File: src/rtl/td4_core_if.sv
// Bus between the TD4 core and its environment: fetch bus, I/O ports and debug taps.
interface td4_core_if;
    logic       run;
    logic       step;
    logic [3:0] opcode_in;
    logic [3:0] imm_in;
    logic [3:0] in_port;
    logic [3:0] pc;
    logic [3:0] out_port;
    logic [3:0] reg_a;
    logic [3:0] reg_b;
    logic       carry;

    modport master (
        input  run, step, opcode_in, imm_in, in_port,
        output pc, out_port, reg_a, reg_b, carry
    );

    modport slave (
        output run, step, opcode_in, imm_in, in_port,
        input  pc, out_port, reg_a, reg_b, carry
    );
endinterface

File: src/rtl/td4_core.sv
// TD4 4-bit execution core: one instruction per advancing edge, single shared adder.
module td4_core #(
    parameter logic [3:0] RESET_PC = 4'h0
) (
    input logic        clk,
    input logic        rst,
    td4_core_if.master bus
);
    logic [3:0] pc_q, pc_d;
    logic [3:0] a_q, a_d;
    logic [3:0] b_q, b_d;
    logic [3:0] out_q, out_d;
    logic       carry_q, carry_d;
    logic       step_d_q;
    logic       advance;
    logic [3:0] src;
    logic [4:0] sum;

    // run and a step edge together still advance only once
    assign advance = bus.run | (bus.step & ~step_d_q);

    always_comb begin
        src = 4'h0;
        case (bus.opcode_in)
            4'b0000, 4'b0100:         src = a_q;
            4'b0101, 4'b0001, 4'b1001: src = b_q;
            4'b0010, 4'b0110:         src = bus.in_port;
            default:                  src = 4'h0;
        endcase
    end

    assign sum = {1'b0, src} + {1'b0, bus.imm_in};

    always_comb begin
        pc_d    = pc_q;
        a_d     = a_q;
        b_d     = b_q;
        out_d   = out_q;
        carry_d = carry_q;
        if (advance) begin
            pc_d    = pc_q + 4'h1;
            carry_d = sum[4];
            case (bus.opcode_in)
                4'b0000, 4'b0011, 4'b0001, 4'b0010: a_d   = sum[3:0];
                4'b0101, 4'b0111, 4'b0100, 4'b0110: b_d   = sum[3:0];
                4'b1001, 4'b1011:                   out_d = sum[3:0];
                4'b1111:                            pc_d  = sum[3:0];
                // JNC looks at the carry left by the previous instruction
                4'b1110: if (!carry_q) pc_d = sum[3:0];
                default: ;
            endcase
        end
    end

    always_ff @(posedge clk) begin
        if (rst) begin
            pc_q     <= RESET_PC;
            a_q      <= 4'h0;
            b_q      <= 4'h0;
            out_q    <= 4'h0;
            carry_q  <= 1'b0;
            step_d_q <= 1'b0;
        end else begin
            pc_q     <= pc_d;
            a_q      <= a_d;
            b_q      <= b_d;
            out_q    <= out_d;
            carry_q  <= carry_d;
            step_d_q <= bus.step;
        end
    end

    assign bus.pc       = pc_q;
    assign bus.out_port = out_q;
    assign bus.reg_a    = a_q;
    assign bus.reg_b    = b_q;
    assign bus.carry    = carry_q;
endmodule

File: src/flat_wrapper.sv
// flat-port wrapper written by rule: the top's interface ports become plain ports
module td4_core_flat 
#(
    parameter logic [3:0] RESET_PC = 4'h0
)
  (clk, rst, bus_run, bus_step, bus_opcode_in, bus_imm_in, bus_in_port, bus_pc, bus_out_port, bus_reg_a, bus_reg_b, bus_carry);
  td4_core_if bus_i ();
  input logic clk;
  input logic rst;
  input wire logic [$bits(bus_i.run)-1:0] bus_run;
  input wire logic [$bits(bus_i.step)-1:0] bus_step;
  input wire logic [$bits(bus_i.opcode_in)-1:0] bus_opcode_in;
  input wire logic [$bits(bus_i.imm_in)-1:0] bus_imm_in;
  input wire logic [$bits(bus_i.in_port)-1:0] bus_in_port;
  output wire logic [$bits(bus_i.pc)-1:0] bus_pc;
  output wire logic [$bits(bus_i.out_port)-1:0] bus_out_port;
  output wire logic [$bits(bus_i.reg_a)-1:0] bus_reg_a;
  output wire logic [$bits(bus_i.reg_b)-1:0] bus_reg_b;
  output wire logic [$bits(bus_i.carry)-1:0] bus_carry;
  assign bus_i.run = bus_run;
  assign bus_i.step = bus_step;
  assign bus_i.opcode_in = bus_opcode_in;
  assign bus_i.imm_in = bus_imm_in;
  assign bus_i.in_port = bus_in_port;
  assign bus_pc = bus_i.pc;
  assign bus_out_port = bus_i.out_port;
  assign bus_reg_a = bus_i.reg_a;
  assign bus_reg_b = bus_i.reg_b;
  assign bus_carry = bus_i.carry;
  td4_core #(.RESET_PC(RESET_PC)) u_core (.clk(clk), .rst(rst), .bus(bus_i));
endmodule
File: config.mk
export PLATFORM = sky130hd
export DESIGN_NAME = td4_core_flat
export DESIGN_NICKNAME = d
export VERILOG_FILES = /design/src/rtl/td4_core_if.sv /design/src/rtl/td4_core.sv /design/src/flat_wrapper.sv
export SDC_FILE = /design/constraint.sdc
export NUM_CORES = 1
export LEC_CHECK = 0
export BUFFER_PORTS_ARGS = -buffer_cell sky130_fd_sc_hd__buf_2
export CORE_MARGIN = 1
export CORE_UTILIZATION = 50
export CTS_BUF_LIST = sky130_fd_sc_hd__clkbuf_2 sky130_fd_sc_hd__clkbuf_4 sky130_fd_sc_hd__clkbuf_8
export DETAILED_ROUTE_END_ITERATION = 12
export GPL_TIMING_DRIVEN = 0
export HOLD_SLACK_MARGIN = 0.03
export MAX_ROUTING_LAYER = met4
export PLACE_DENSITY = 0.79
export SYNTH_ARGS = -nofsm -noshare
export SYNTH_HDL_FRONTEND = slang
export SYNTH_SLANG_ARGS = --single-unit
File: constraint.sdc
create_clock -name clk -period 3.78 [get_ports clk]
set_clock_uncertainty 0.05 [all_clocks]
set_input_delay 0.567 -clock clk [delete_from_list [all_inputs] [get_ports clk]]
set_output_delay 0.567 -clock clk [all_outputs]
set_load 0.01 [all_outputs]
---- After elaboration in Yosys (flattened, before gate mapping) ----
Cells that the tools add are included.
W data, S select, Z words.
operators by class
  add/sub/neg operators ................... 2
  bitwise gates (word level) .............. 3
  muxes and demuxes ....................... 3
  reductions and logical operators ........ 10
  eq/ne operators ......................... 11
operator list
  kind                   number
  $eq A4 B3 Y1 const B   4
  $eq A4 B4 Y1 const B   4
  $pmux W4 S3            1
  $eq A4 B2 Y1 const B   2
  $pmux W4 S2            1
  $reduce_or A4 Y1       2
  $reduce_and A2 Y1      3
  $reduce_or A2 Y1       3
  $add A4 B4 Y5          1
  $add A4 B1 Y4 const B  1
  $eq A4 B1 Y1 const B   1
  $logic_not A4 Y1       1
  $mux W4                1
  $reduce_or A3 Y1       1
  $and A1 B1 Y1          1
  $not A1 Y1             1
  $or A1 B1 Y1           1
word-level totals
  register bits after elaboration ......... 18

---- Logic depth before layout (Yosys ltp) ----
Gate-level depths: netlist (run 1).
  depth in word-level cells ............... 6
  gate-level depth with buffers ........... 9
  depth with buffers taken out ............ 9

---- Least setup slack after synthesis (run 1) ----
No wires, ideal clock.
  kind .................................... input -> register
  start ................................... in bus_opcode_in[1]
  end ..................................... reg u_core.pc_q[3], in the netlist u_core.bus.pc[3]
  data arrival time ....................... 2.175 ns
  setup slack ............................. 1.425 ns
  cell stages on the path ................. 9
  data required time ...................... 3.600 ns
  path through ............................ buf_2 a211oi_1 nand2_1 o21ai_0 ha_1 a211o_1 a21o_1 nand4_1 a31oi_1
on the way
  cells in the longest elaborated chain, start to end .. 6
  elaborated cells between the ends (all ways) .. 16
  classes of those cells .................. 1 x add/sub; 8 x eq/ne; 3 x mux; 4 x reduce/logical
ends and longest elaborated chain
  element                                                      line                source
  from (decl)                                                  flat_wrapper.sv:12  input wire logic [$bits(bus_i.opcode_in)-1:0] bus_opcode_in;
  $eq A4 B1 Y1 (tied with other cells)                         td4_core.sv:24      case (bus.opcode_in)
  $reduce_or A3 Y1 / $reduce_or A2 Y1 (equally long branches)  td4_core.sv:24
  $pmux W4 S3                                                  td4_core.sv:24
  $add A4 B4 Y5                                                td4_core.sv:32      assign sum = {1'b0, src} + {1'b0, bus.imm_in};
  $mux W4                                                      td4_core.sv:49      4'b1110: if (!carry_q) pc_d = sum[3:0];
  $pmux W4 S2 *                                                td4_core.sv:43      case (bus.opcode_in)
  to (signal assigned)                                         td4_core.sv:64      pc_q <= pc_d;
  to (decl)                                                    td4_core.sv:9       logic [3:0] pc_q, pc_d;
Mark *: on every way between the ends. The rest lies on a longest branch, timed or not.
A chain may end at the register's enable or synchronous reset.

---- Worst setup path after layout (run 1) ----
  start ................................... in bus_opcode_in[1]
  end ..................................... reg u_core.a_q[3], in the netlist u_core.bus.reg_a[3]
on the way
  cells in the longest elaborated chain, start to end .. 4
  elaborated cells between the ends (all ways) .. 15
  classes of those cells .................. 1 x add/sub; 7 x eq/ne; 1 x mux; 6 x reduce/logical
ends and longest elaborated chain
  element                                                      line                            source
  $eq A4 B1 Y1 (tied with other cells)                         td4_core.sv:24, td4_core.sv:43
  $reduce_or A3 Y1 / $reduce_or A2 Y1 (equally long branches)  td4_core.sv:24
  $pmux W4 S3                                                  td4_core.sv:24
  $add A4 B4 Y5                                                td4_core.sv:32
  to (signal assigned)                                         td4_core.sv:58                  a_q <= 4'h0;
  to (signal assigned)                                         td4_core.sv:65                  a_q <= a_d;
  to (decl)                                                    td4_core.sv:10                  logic [3:0] a_q, a_d;
Parallel ways exist; a longest one is shown, timed or not.

==> results of run 1 <==
## worst max-delay path, stage by stage
cell and delay, ns:
buf_2 0.16, a211oi_1 0.46, nand2_1 0.10, o21ai_0 0.17, ha_1 0.31, a211o_1 0.27, nand3_1 0.18, nand4_1 0.13
a21oi_1 0.15
## routing by layer
metal | up-vias | share of wire (%) | global-route usage, %
met4 | 0 | 2.7 | 13.7
li1 | 474 | - | -
met5 | - | 0 | -
met3 | 8 | 4.8 | 3.53
met1 | 440 | 47 | 31.8
met2 | 29 | 45 | 38.3
## stage by stage
step | area [um^2] | util [%] | hold WS (ns) | total power, W
4_1_cts | 1200 | 66.8 | 0.425 | 0.000404
3_5_place_dp | 1180 | 65.6 | 0.409 | 0.000308
3_3_place_gp | 1180 | 65.6 | 0.398 | 0.000305
6_report | 1200 | 66.8 | 0.426 | 0.000404
5_1_grt | 1200 | 66.8 | 0.447 | 0.000421
2_1_floorplan | 1000 | - | 0.431 | 0.000273
## path summary, 6_finish.rpt
kind | startpoint | end | slack [ns] | cells past startpoint
max | bus_opcode_in[1] | u_core.bus.reg_a[3]$_SDFFE_PP0P_ | 1.46 | 9
min | u_core.bus.out_port[3]$_SDFFE_PP0P_ | u_core.bus.out_port[3]$_SDFFE_PP0P_ | 0.43 | 2
max reg2reg | u_core.bus.reg_a[0]$_SDFFE_PP0P_ | u_core.bus.pc[2]$_SDFFE_PP0P_ | 1.76 | 7
min reg2reg | u_core.bus.out_port[3]$_SDFFE_PP0P_ | u_core.bus.out_port[3]$_SDFFE_PP0P_ | 0.43 | 2
## power by group through the flow
stage / clock (W) / combinational, W / sequential (W)
after floorplan: 0 / 0.0000541 / 0.000219
after global placement: 0 / 0.0000909 / 0.000214
after detailed placement: 0 / 0.0000929 / 0.000215
after CTS: 0.0000997 / 0.0000940 / 0.000211
after global routing: 0.000106 / 0.000103 / 0.000212
final: 0.0000993 / 0.0000943 / 0.000211
## flip-flops by register name (all words and copies together) (netlist names)
| signal | count |
|---|---|
| u_core.bus.carry | 1 |
| u_core.bus.pc | 4 |
| u_core.bus.reg_a | 4 |
| u_core.bus.out_port | 4 |
| u_core.step_d_q | 1 |
| u_core.bus.reg_b | 4 |
## layout by cell type, fill, tap and decap left out, types with 2 or more instances in the layout
cell type	instances
nand2_1	11
o21ai_0	6
nor2_2	2
nand4_1	3
nor3_1	2
a21o_1	3
a211oi_1	3
ha_1	5
or2_2	3
clkbuf_1	2
nand3_1	4
mux2i_1	13
nor2b_1	3
dfxtp_1	18
a21oi_1	4
a31oi_1	2
clkbuf_4	3
nor2_1	11
inv_1	2
buf_2	32
## cells by family after synthesis
kind of cell | count (synthesis) | synth area share (%)
xor+xnor | 1 | 0.876
fa+ha+maj | 6 | 8.26
compound gates | 24 | 15.8
buf+inv | 6 | 2.50
mux | 13 | 13.0
simple gates | 45 | 23.5
flops | 18 | 36.0
## final cells by class
type                    instances  area, um^2  area share, %
clock buffers                   3        22.5           1.87
well taps                      25        31.3           2.60
flip-flops and latches         18         360           29.9
repair buffers                 30         150           12.5
plain buffers                   4        17.5           1.46
multi-input cells              89         614           51.0
inverters                       2        7.51          0.624
==> flow_metrics.env, run 1 <==
export IMPL_routed_wirelength_mm=2.36
export IMPL_cp_start_kind="primary input"
export IMPL_synth_top_area_share_pct=36.0
export IMPL_worstPathMaxFanout=6
export IMPL_synth_distinct_cells=33
export IMPL_ant_nets=0
export IMPL_drive_gt1_share_pct=30.1
export IMPL_dr_first_iter_drc_count=18
export IMPL_p_int_w=0.000280
export IMPL_globalRouteOverflowTotal=0
export IMPL_syn2layout_area_growth_pct=20.4
export IMPL_synthFlopType="dfxtp_1"
export IMPL_cts_tree="yes"
export IMPL_post_cts_buffers=0
export IMPL_slew_headroom_pct=62.1
export IMPL_synth_edf_count=0
export IMPL_place_ws_ns=1.15
export IMPL_max_cap_viol_count=0
export IMPL_wl_per_cell_um=13.8
export IMPL_path_class="primary input to flip-flop"
export IMPL_die_w_um=46.7
export IMPL_ys_async_sr_fraction_pct=0
export IMPL_ys_top_cells_by_count="dfxtp_1, mux2i_1, nand2_1, nor2_1, o21ai_0"
export IMPL_grt_pass1_vias=835
export IMPL_place_congestion=0.883
export IMPL_drt_pre_antenna_iters=4
export IMPL_synth_area_leaders="dfxtp_1, mux2i_1, ha_1"
export IMPL_route_detailed_drc=0
export IMPL_hpwl_mm=1.77
export IMPL_finalMaxSlewViolations=0
export IMPL_fill_cells=163
export IMPL_grt_usage_pct=25.2
export IMPL_start_util_pct=55.5
export IMPL_fin_ws_ns=1.46
export IMPL_ir_worst_vdd_mv=0.237
export IMPL_syn_num_nets=135
export IMPL_seqPwrFrac_pct=52.1
export IMPL_cp_data_required_time_ns=3.97
export IMPL_setup_viol_count_final=0
export IMPL_hold_path_class="flip-flop to flip-flop"
export IMPL_syn_area_um2=1000
export IMPL_p_leak_nw=0.610
export IMPL_ys_warn_count=0
export IMPL_row_count=15
export IMPL_dp_cells=168
export IMPL_period_needed_ns=2.32
export IMPL_yosys_area_top_type="dfxtp_1"
export IMPL_cts_reportedPaths_clkPinSlew_ns=0.10
export IMPL_report_final_hold_viol_count=0
export IMPL_insertion_delay_ns=0.30
export IMPL_ctsHoldBuffers=0
export IMPL_cts_buffers_inserted=3
export IMPL_grt_start_max_net_pins=11
export IMPL_antenna_cells=0
export IMPL_rsz0062_at_grt="no"
export IMPL_die_y_um=46.7
export IMPL_die_area_um2=2180
export IMPL_ios=33
export IMPL_yosys_cell_count_top_type="dfxtp_1"
export IMPL_layoutNonFillerInstCount=171
export IMPL_combPwrFrac_pct=23.3
export IMPL_core_um2=1800
export IMPL_htreeDepth=1
export IMPL_max_freq_mhz=431
export IMPL_port_buffers=30
export IMPL_pwr_share_clk_pct=24.6
export IMPL_routed_via_density=5.56
export IMPL_cts_sinks=18
export IMPL_layout_nets=170
export IMPL_status="complete, no violations"
export IMPL_antenna_found_initial=0
export IMPL_cp_end_kind="flip-flop"
export IMPL_p_switching_w=0.000124
export IMPL_netSwitchingFraction_pct=30.7
export IMPL_grt_pass1_wl_mm=3.63
export IMPL_ys_ff_latch=18
export IMPL_period_share_pct=61.3
export IMPL_avgSynthCellArea_um2=8.85
export IMPL_syn_inst=113
export IMPL_setup_tns_ns=0
export IMPL_vias=951
export IMPL_p_per_area_nw_per_um2=336
export IMPL_clk_path_buf_depth=2
export IMPL_postCtsResizedCells=0
export IMPL_synth_seq_area_share_pct=36.0
export IMPL_clock_root_buffer="clkbuf_4"
export IMPL_worst_pin_slew_ns=0.563
export IMPL_worst_ep_arrival_time_ns=2.50
Power figures use the tool's default switching activity.
==> run 2: changes to the inputs <==
--- a/config.mk
+++ b/config.mk
@@ -7,13 +7,13 @@
 export LEC_CHECK = 0
 export BUFFER_PORTS_ARGS = -buffer_cell sky130_fd_sc_hd__buf_2
 export CORE_MARGIN = 1
-export CORE_UTILIZATION = 50
+export CORE_UTILIZATION = 46
 export CTS_BUF_LIST = sky130_fd_sc_hd__clkbuf_2 sky130_fd_sc_hd__clkbuf_4 sky130_fd_sc_hd__clkbuf_8
 export DETAILED_ROUTE_END_ITERATION = 12
 export GPL_TIMING_DRIVEN = 0
 export HOLD_SLACK_MARGIN = 0.03
 export MAX_ROUTING_LAYER = met4
-export PLACE_DENSITY = 0.79
+export PLACE_DENSITY = 0.77
 export SYNTH_ARGS = -nofsm -noshare
 export SYNTH_HDL_FRONTEND = slang
 export SYNTH_SLANG_ARGS = --single-unit
==> constraint.sdc (replaced) <==
create_clock -name clk -period 2.1 [get_ports clk]
set_clock_uncertainty 0.05 [all_clocks]
set_input_delay 0.315 -clock clk [delete_from_list [all_inputs] [get_ports clk]]
set_output_delay 0.315 -clock clk [all_outputs]
set_load 0.01 [all_outputs]
==> flow_metrics.env, run 2 (synthesis gave the netlist of run 1 again) <==
export IMPL_port_buffers=30
export IMPL_grt_usage_pct=22.1
export IMPL_cts_reportedPaths_clkPinSlew_ns=0.11
export IMPL_slew_headroom_pct=62.5
export IMPL_finalMaxSlewViolations=0
export IMPL_die_y_um=48.6
export IMPL_critPathBufInv=1
export IMPL_start_util_pct=49.9
export IMPL_p_leak_nw=0.619
export IMPL_ir_worst_vdd_mv=0.399
export IMPL_row_count=16
export IMPL_cp_data_required_time_ns=2.23
export IMPL_ctsHoldBuffers=0
export IMPL_htreeDepth=1
export IMPL_routed_via_density=5.51
export IMPL_cp_top_family="compound AO/OA/AOI/OAI gates"
export IMPL_antenna_found_initial=0
export IMPL_layout_commonest_cell="buf_2"
export IMPL_post_cts_buffers=0
export IMPL_cts_tree="yes"
export IMPL_period_needed_ns=1.95
export IMPL_p_per_area_nw_per_um2=622
export IMPL_hold_path_class="primary input to flip-flop"
export IMPL_hold_slack_ns=0.201
export IMPL_routed_wirelength_mm=2.36
export IMPL_slowest_delay_ns=0.35
export IMPL_combPwrFrac_pct=22.3
export IMPL_rsz0062_at_grt="no"
export IMPL_p_switching_w=0.000223
export IMPL_reg2reg_slack_ns=0.17
export IMPL_ant_nets=0
export IMPL_cp_cell_sequence="buf_2 > a211oi_2 > nand2_1 > o21ai_0 > ha_1 > or2_2 > a21o_1 > nand4_1 > a31oi_1"
export IMPL_clock_root_buffer="clkbuf_4"
export IMPL_cp_start_kind="primary input"
export IMPL_stdcell_area_um2=1230
export IMPL_drive_gt1_share_pct=32.0
export IMPL_wl_per_cell_um=13.6
export IMPL_grt_start_max_net_pins=11
export IMPL_core_um2=2000
export IMPL_final_cell_mix="buf_2, dfxtp_1, mux2i_1, nand2_1, nor2_1"
export IMPL_p_int_w=0.000544
export IMPL_layout_nets=170
export IMPL_netSwitchingFraction_pct=29.1
export IMPL_fill_cells=180
export IMPL_grt_pass1_vias=950
export IMPL_worst_pin_slew_ns=0.563
export IMPL_path_class="primary input to flip-flop"
export IMPL_clk_path_buf_depth=2
export IMPL_worstPathMaxFanout=6
export IMPL_status="complete, no violations"
export IMPL_max_cap_viol_count=0
export IMPL_insertion_delay_ns=0.29
export IMPL_report_final_hold_viol_count=0
export IMPL_grt_pass1_wl_mm=4.03
export IMPL_seqPwrFrac_pct=49.4
export IMPL_die_w_um=48.6
export IMPL_drt_pre_antenna_iters=4
export IMPL_worst_ep_arrival_time_ns=2.08
export IMPL_setup_viol_count_final=0
export IMPL_postCtsResizedCells=0
export IMPL_syn2layout_area_growth_pct=23.3
export IMPL_max_freq_mhz=512
export IMPL_period_share_pct=93.0
export IMPL_ios=33
export IMPL_cp_end_kind="flip-flop"
export IMPL_route_detailed_drc=0
export IMPL_critPathSlowestCell="a211oi_2"
export IMPL_hpwl_mm=1.82
export IMPL_place_congestion=0.848
export IMPL_dr_first_iter_drc_count=31
export IMPL_pwr_share_clk_pct=28.3
export IMPL_place_area_um2=1190
export IMPL_vias=959
export IMPL_cts_buffers_inserted=3
export IMPL_antenna_cells=0
export IMPL_die_area_um2=2360
export IMPL_globalRouteOverflowTotal=0
export IMPL_cts_sinks=18
[run 2: power by group through the flow]
stage	Sequential [W]	Clock, W	Combinational [W]
after floorplan	0.000394	0	0.0000981
after CTS	0.000379	0.000218	0.000168
after global routing	0.000383	0.000232	0.000189
after detailed placement	0.000387	0	0.000168
after global placement	0.000386	0	0.000164
final	0.000379	0.000217	0.000171
[run 2: worst reg2reg max path, cell delays in order, from the launching register on]
cell and delay (ns):
dfxtp_1 0.34, mux2i_1 0.14, o21ai_0 0.11, ha_1 0.23, fa_1 0.43, a21o_1 0.21
a211oi_1 0.23, nor3_1 0.07
[run 2: final cells by class]
cell class | instances | area (um^2) | area share, %
Buffer | 4 | 17.5 | 1.42
Clock buffer | 4 | 36.3 | 2.94
Inverter | 2 | 7.51 | 0.609
Tap cell | 27 | 33.8 | 2.74
Multi-Input combinational cell | 89 | 627 | 50.9
Timing Repair Buffer | 30 | 150 | 12.2
Sequential cell | 18 | 360 | 29.2
[run 2: path summary, 6_finish.rpt]
| path | start | endpoint | cells past startpoint |
|---|---|---|---|
| hold / removal | bus_step | u_core.step_d_q$_SDFF_PP0_ | 2 |
| setup reg to reg | u_core.bus.reg_a[0]$_SDFFE_PP0P_ | u_core.bus.carry$_SDFFE_PP0P_ | 7 |
| hold reg to reg | u_core.bus.out_port[3]$_SDFFE_PP0P_ | u_core.bus.out_port[3]$_SDFFE_PP0P_ | 2 |
| setup / recovery | bus_opcode_in[1] | u_core.bus.pc[3]$_SDFFE_PP0P_ | 9 |
[run 2: metrics by stage]
step                      TNS (ns)  worst slack, ns  util, %  instances  total power, W
after detailed placement     -1.23           -0.200     59.4        170        0.000555
after global placement      -0.845           -0.143     59.4        170        0.000549
after global routing             0           0.0131     61.6        174        0.000805
after floorplan                  0           0.0971        -        113        0.000492
after CTS                        0           0.0665     61.2        174        0.000766
final                            0            0.146     61.6        174        0.000767
[run 2: per-layer routing]
layer  up-vias  part of all wire, %  global-route usage [%]
li1        475                    -                       -
met1       448                   44                    26.4
met2        32                   50                    38.9
met3         4                  4.3                    2.52
met4         0                  1.1                    5.88
met5         -                    0                       -
==> run 3: changes to the inputs <==
--- a/config.mk
+++ b/config.mk
@@ -7,13 +7,14 @@
 export LEC_CHECK = 0
 export BUFFER_PORTS_ARGS = -buffer_cell sky130_fd_sc_hd__buf_2
 export CORE_MARGIN = 1
-export CORE_UTILIZATION = 46
+export CORE_UTILIZATION = 50
 export CTS_BUF_LIST = sky130_fd_sc_hd__clkbuf_2 sky130_fd_sc_hd__clkbuf_4 sky130_fd_sc_hd__clkbuf_8
 export DETAILED_ROUTE_END_ITERATION = 12
 export GPL_TIMING_DRIVEN = 0
 export HOLD_SLACK_MARGIN = 0.03
 export MAX_ROUTING_LAYER = met4
-export PLACE_DENSITY = 0.77
+export PLACE_DENSITY = 0.79
+export RECOVER_POWER = 25
 export SYNTH_ARGS = -nofsm -noshare
 export SYNTH_HDL_FRONTEND = slang
 export SYNTH_SLANG_ARGS = --single-unit
==> constraint.sdc (replaced) <==
create_clock -name clk -period 2.4 [get_ports clk]
set_clock_uncertainty 0.05 [all_clocks]
set_input_delay 0.36 -clock clk [delete_from_list [all_inputs] [get_ports clk]]
set_output_delay 0.36 -clock clk [all_outputs]
set_load 0.01 [all_outputs]
==> flow_metrics.env, run 3 (synthesis gave the netlist of run 1 again) <==
export IMPL_layout_commonest_cell="buf_2"
export IMPL_wl_per_cell_um=13.8
export IMPL_antenna_cells=0
export IMPL_p_switching_w=0.000196
export IMPL_post_cts_buffers=0
export IMPL_reg2reg_slack_ns=0.38
export IMPL_ctsHoldBuffers=0
export IMPL_die_y_um=46.7
export IMPL_cts_sinks=18
export IMPL_status="complete, no violations"
export IMPL_route_detailed_drc=0
export IMPL_r2r_end="u_core.bus.pc[2]$_SDFFE_PP0P_"
export IMPL_vias=950
export IMPL_hold_path_class="primary input to flip-flop"
export IMPL_routed_wirelength_mm=2.36
export IMPL_cts_buffers_inserted=3
export IMPL_port_buffers=30
export IMPL_core_um2=1800
export IMPL_fill_cells=167
export IMPL_period_share_pct=88.0
export IMPL_grt_start_max_net_pins=11
export IMPL_finalMaxSlewViolations=0
export IMPL_routed_via_density=5.56
export IMPL_slew_headroom_pct=62.1
export IMPL_clk_path_buf_depth=2
export IMPL_cp_end_kind="flip-flop"
export IMPL_drive_gt1_share_pct=25.3
export IMPL_hold_path_end="u_core.step_d_q$_SDFF_PP0_"
export IMPL_r2r_start="u_core.bus.reg_a[0]$_SDFFE_PP0P_"
export IMPL_insertion_delay_ns=0.30
export IMPL_grt_usage_pct=25.2
export IMPL_p_per_area_nw_per_um2=532
export IMPL_postCtsResizedCells=0
export IMPL_seqPwrFrac_pct=52.2
export IMPL_stdcell_area_um2=1190
export IMPL_worstPathMaxFanout=6
export IMPL_rsz0062_at_grt="no"
export IMPL_row_count=15
export IMPL_netSwitchingFraction_pct=30.8
export IMPL_ant_nets=0
export IMPL_grt_pass1_vias=835
export IMPL_drt_pre_antenna_iters=4
export IMPL_path_class="primary input to flip-flop"
export IMPL_layout_nets=170
export IMPL_cp_cell_sequence="buf_2 > a211oi_1 > nand2_1 > o21ai_0 > ha_1 > a211o_1 > nand3_1 > nand4_1 > a21oi_1"
export IMPL_worst_pin_slew_ns=0.563
export IMPL_pwr_share_clk_pct=24.6
export IMPL_die_w_um=46.7
export IMPL_dr_first_iter_drc_count=24
export IMPL_hold_start="bus_step"
export IMPL_htreeDepth=1
export IMPL_globalRouteOverflowTotal=0
export IMPL_syn2layout_area_growth_pct=19.5
export IMPL_reg2reg_depth=7
export IMPL_critPathSlowestCell="a211oi_1"
export IMPL_final_cell_mix="buf_2, dfxtp_1, mux2i_1, nand2_1, nor2_1"
export IMPL_clock_root_buffer="clkbuf_4"
export IMPL_antenna_found_initial=0
export IMPL_place_congestion=0.883
export IMPL_whs_path_depth=2
export IMPL_slowest_delay_ns=0.46
export IMPL_p_int_w=0.000440
export IMPL_worst_ep_arrival_time_ns=2.30
export IMPL_ir_worst_vdd_mv=0.373
export IMPL_cts_tree="yes"
export IMPL_max_freq_mhz=473
export IMPL_period_needed_ns=2.11
export IMPL_place_area_um2=1180
export IMPL_p_leak_nw=0.580
export IMPL_cp_data_required_time_ns=2.59
export IMPL_max_cap_viol_count=0
export IMPL_report_final_hold_viol_count=0
export IMPL_setup_viol_count_final=0
export IMPL_combPwrFrac_pct=23.2
export IMPL_start_util_pct=55.5
export IMPL_layoutNonFillerInstCount=171
export IMPL_die_area_um2=2180
export IMPL_ios=33
export IMPL_cts_reportedPaths_clkPinSlew_ns=0.10
export IMPL_cp_start_kind="primary input"
export IMPL_grt_pass1_wl_mm=3.63
export IMPL_dp_cells=168
export IMPL_hpwl_mm=1.77
run 3: cell types whose count changed in the layout (fill, tap and decap cells not counted):
| cell | delta |
|---|---|
| a211oi_2 | -1 |
| buf_2 | -7 |
| a211oi_1 | +1 |
| clkbuf_8 | -1 |
| clkbuf_1 | +7 |
| xor2_1 | +1 |
| xor2_2 | -1 |
run 3: area by class of cell:
| cell class | count | area, um^2 | share of cell area (%) |
|---|---|---|---|
| multi-input cells | 89 | 614 | 51.4 |
| repair buffers | 30 | 141 | 11.8 |
| plain buffers | 4 | 17.5 | 1.47 |
| flip-flops and latches | 18 | 360 | 30.2 |
| well taps | 25 | 31.3 | 2.62 |
| inverters | 2 | 7.51 | 0.628 |
| clock buffers | 3 | 22.5 | 1.88 |
run 3: how the worst max path moves through the flow:
stage	depth (start not counted)	endpoint	from	slack (ns)
finish	9	u_core.bus.reg_a[3]$_SDFFE_PP0P_	bus_opcode_in[1]	0.29
global route	9	u_core.bus.reg_a[3]$_SDFFE_PP0P_	bus_opcode_in[1]	0.12
CTS	9	u_core.bus.reg_a[3]$_SDFFE_PP0P_	bus_opcode_in[1]	0.30
detailed placement	9	u_core.bus.reg_a[3]$_SDFFE_PP0P_	bus_opcode_in[1]	-0.02
global placement	9	u_core.bus.reg_a[3]$_SDFFE_PP0P_	bus_opcode_in[1]	0.03
floorplan	9	u_core.bus.pc[3]$_SDFFE_PP0P_	bus_opcode_in[1]	0.25
run 3: per-stage QoR:
step	utilization (%)	power [W]	hold slack (ns)	setup TNS, ns	setup slack (ns)
2_1_floorplan	-	0.000430	0.431	0	0.252
3_3_place_gp	65.6	0.000480	0.398	0	0.0260
3_5_place_dp	65.6	0.000485	0.409	-0.0381	-0.0203
4_1_cts	66.8	0.000637	0.244	0	0.298
5_1_grt	66.3	0.000663	0.277	0	0.118
6_report	66.3	0.000636	0.252	0	0.287
run 3: routing by layer:
layer / GRT usage, % / wire [um] / vias to the layer above
met2: 38.3 / 1060 / 29
met5: - / 0 / -
li1: - / - / 474
met3: 3.53 / 111 / 8
met4: 13.7 / 63 / 0
met1: 31.8 / 1120 / 439
run 3: critical path: cells and delay by family:
family / cells / cell delay (ns)
AOI/OAI and AO/OA: 4 / 1.05
buffers and inverters: 1 / 0.16
and+or+nand+nor: 3 / 0.41
adders and majority gates: 1 / 0.31
run 3: power by group through the flow:
stage,combinational (W),clock [W],sequential (W)
floorplan,0.0000852,0,0.000345
global placement,0.000143,0,0.000337
detailed placement,0.000146,0,0.000339
CTS,0.000148,0.000157,0.000332
global route,0.000162,0.000167,0.000334
finish,0.000147,0.000157,0.000332
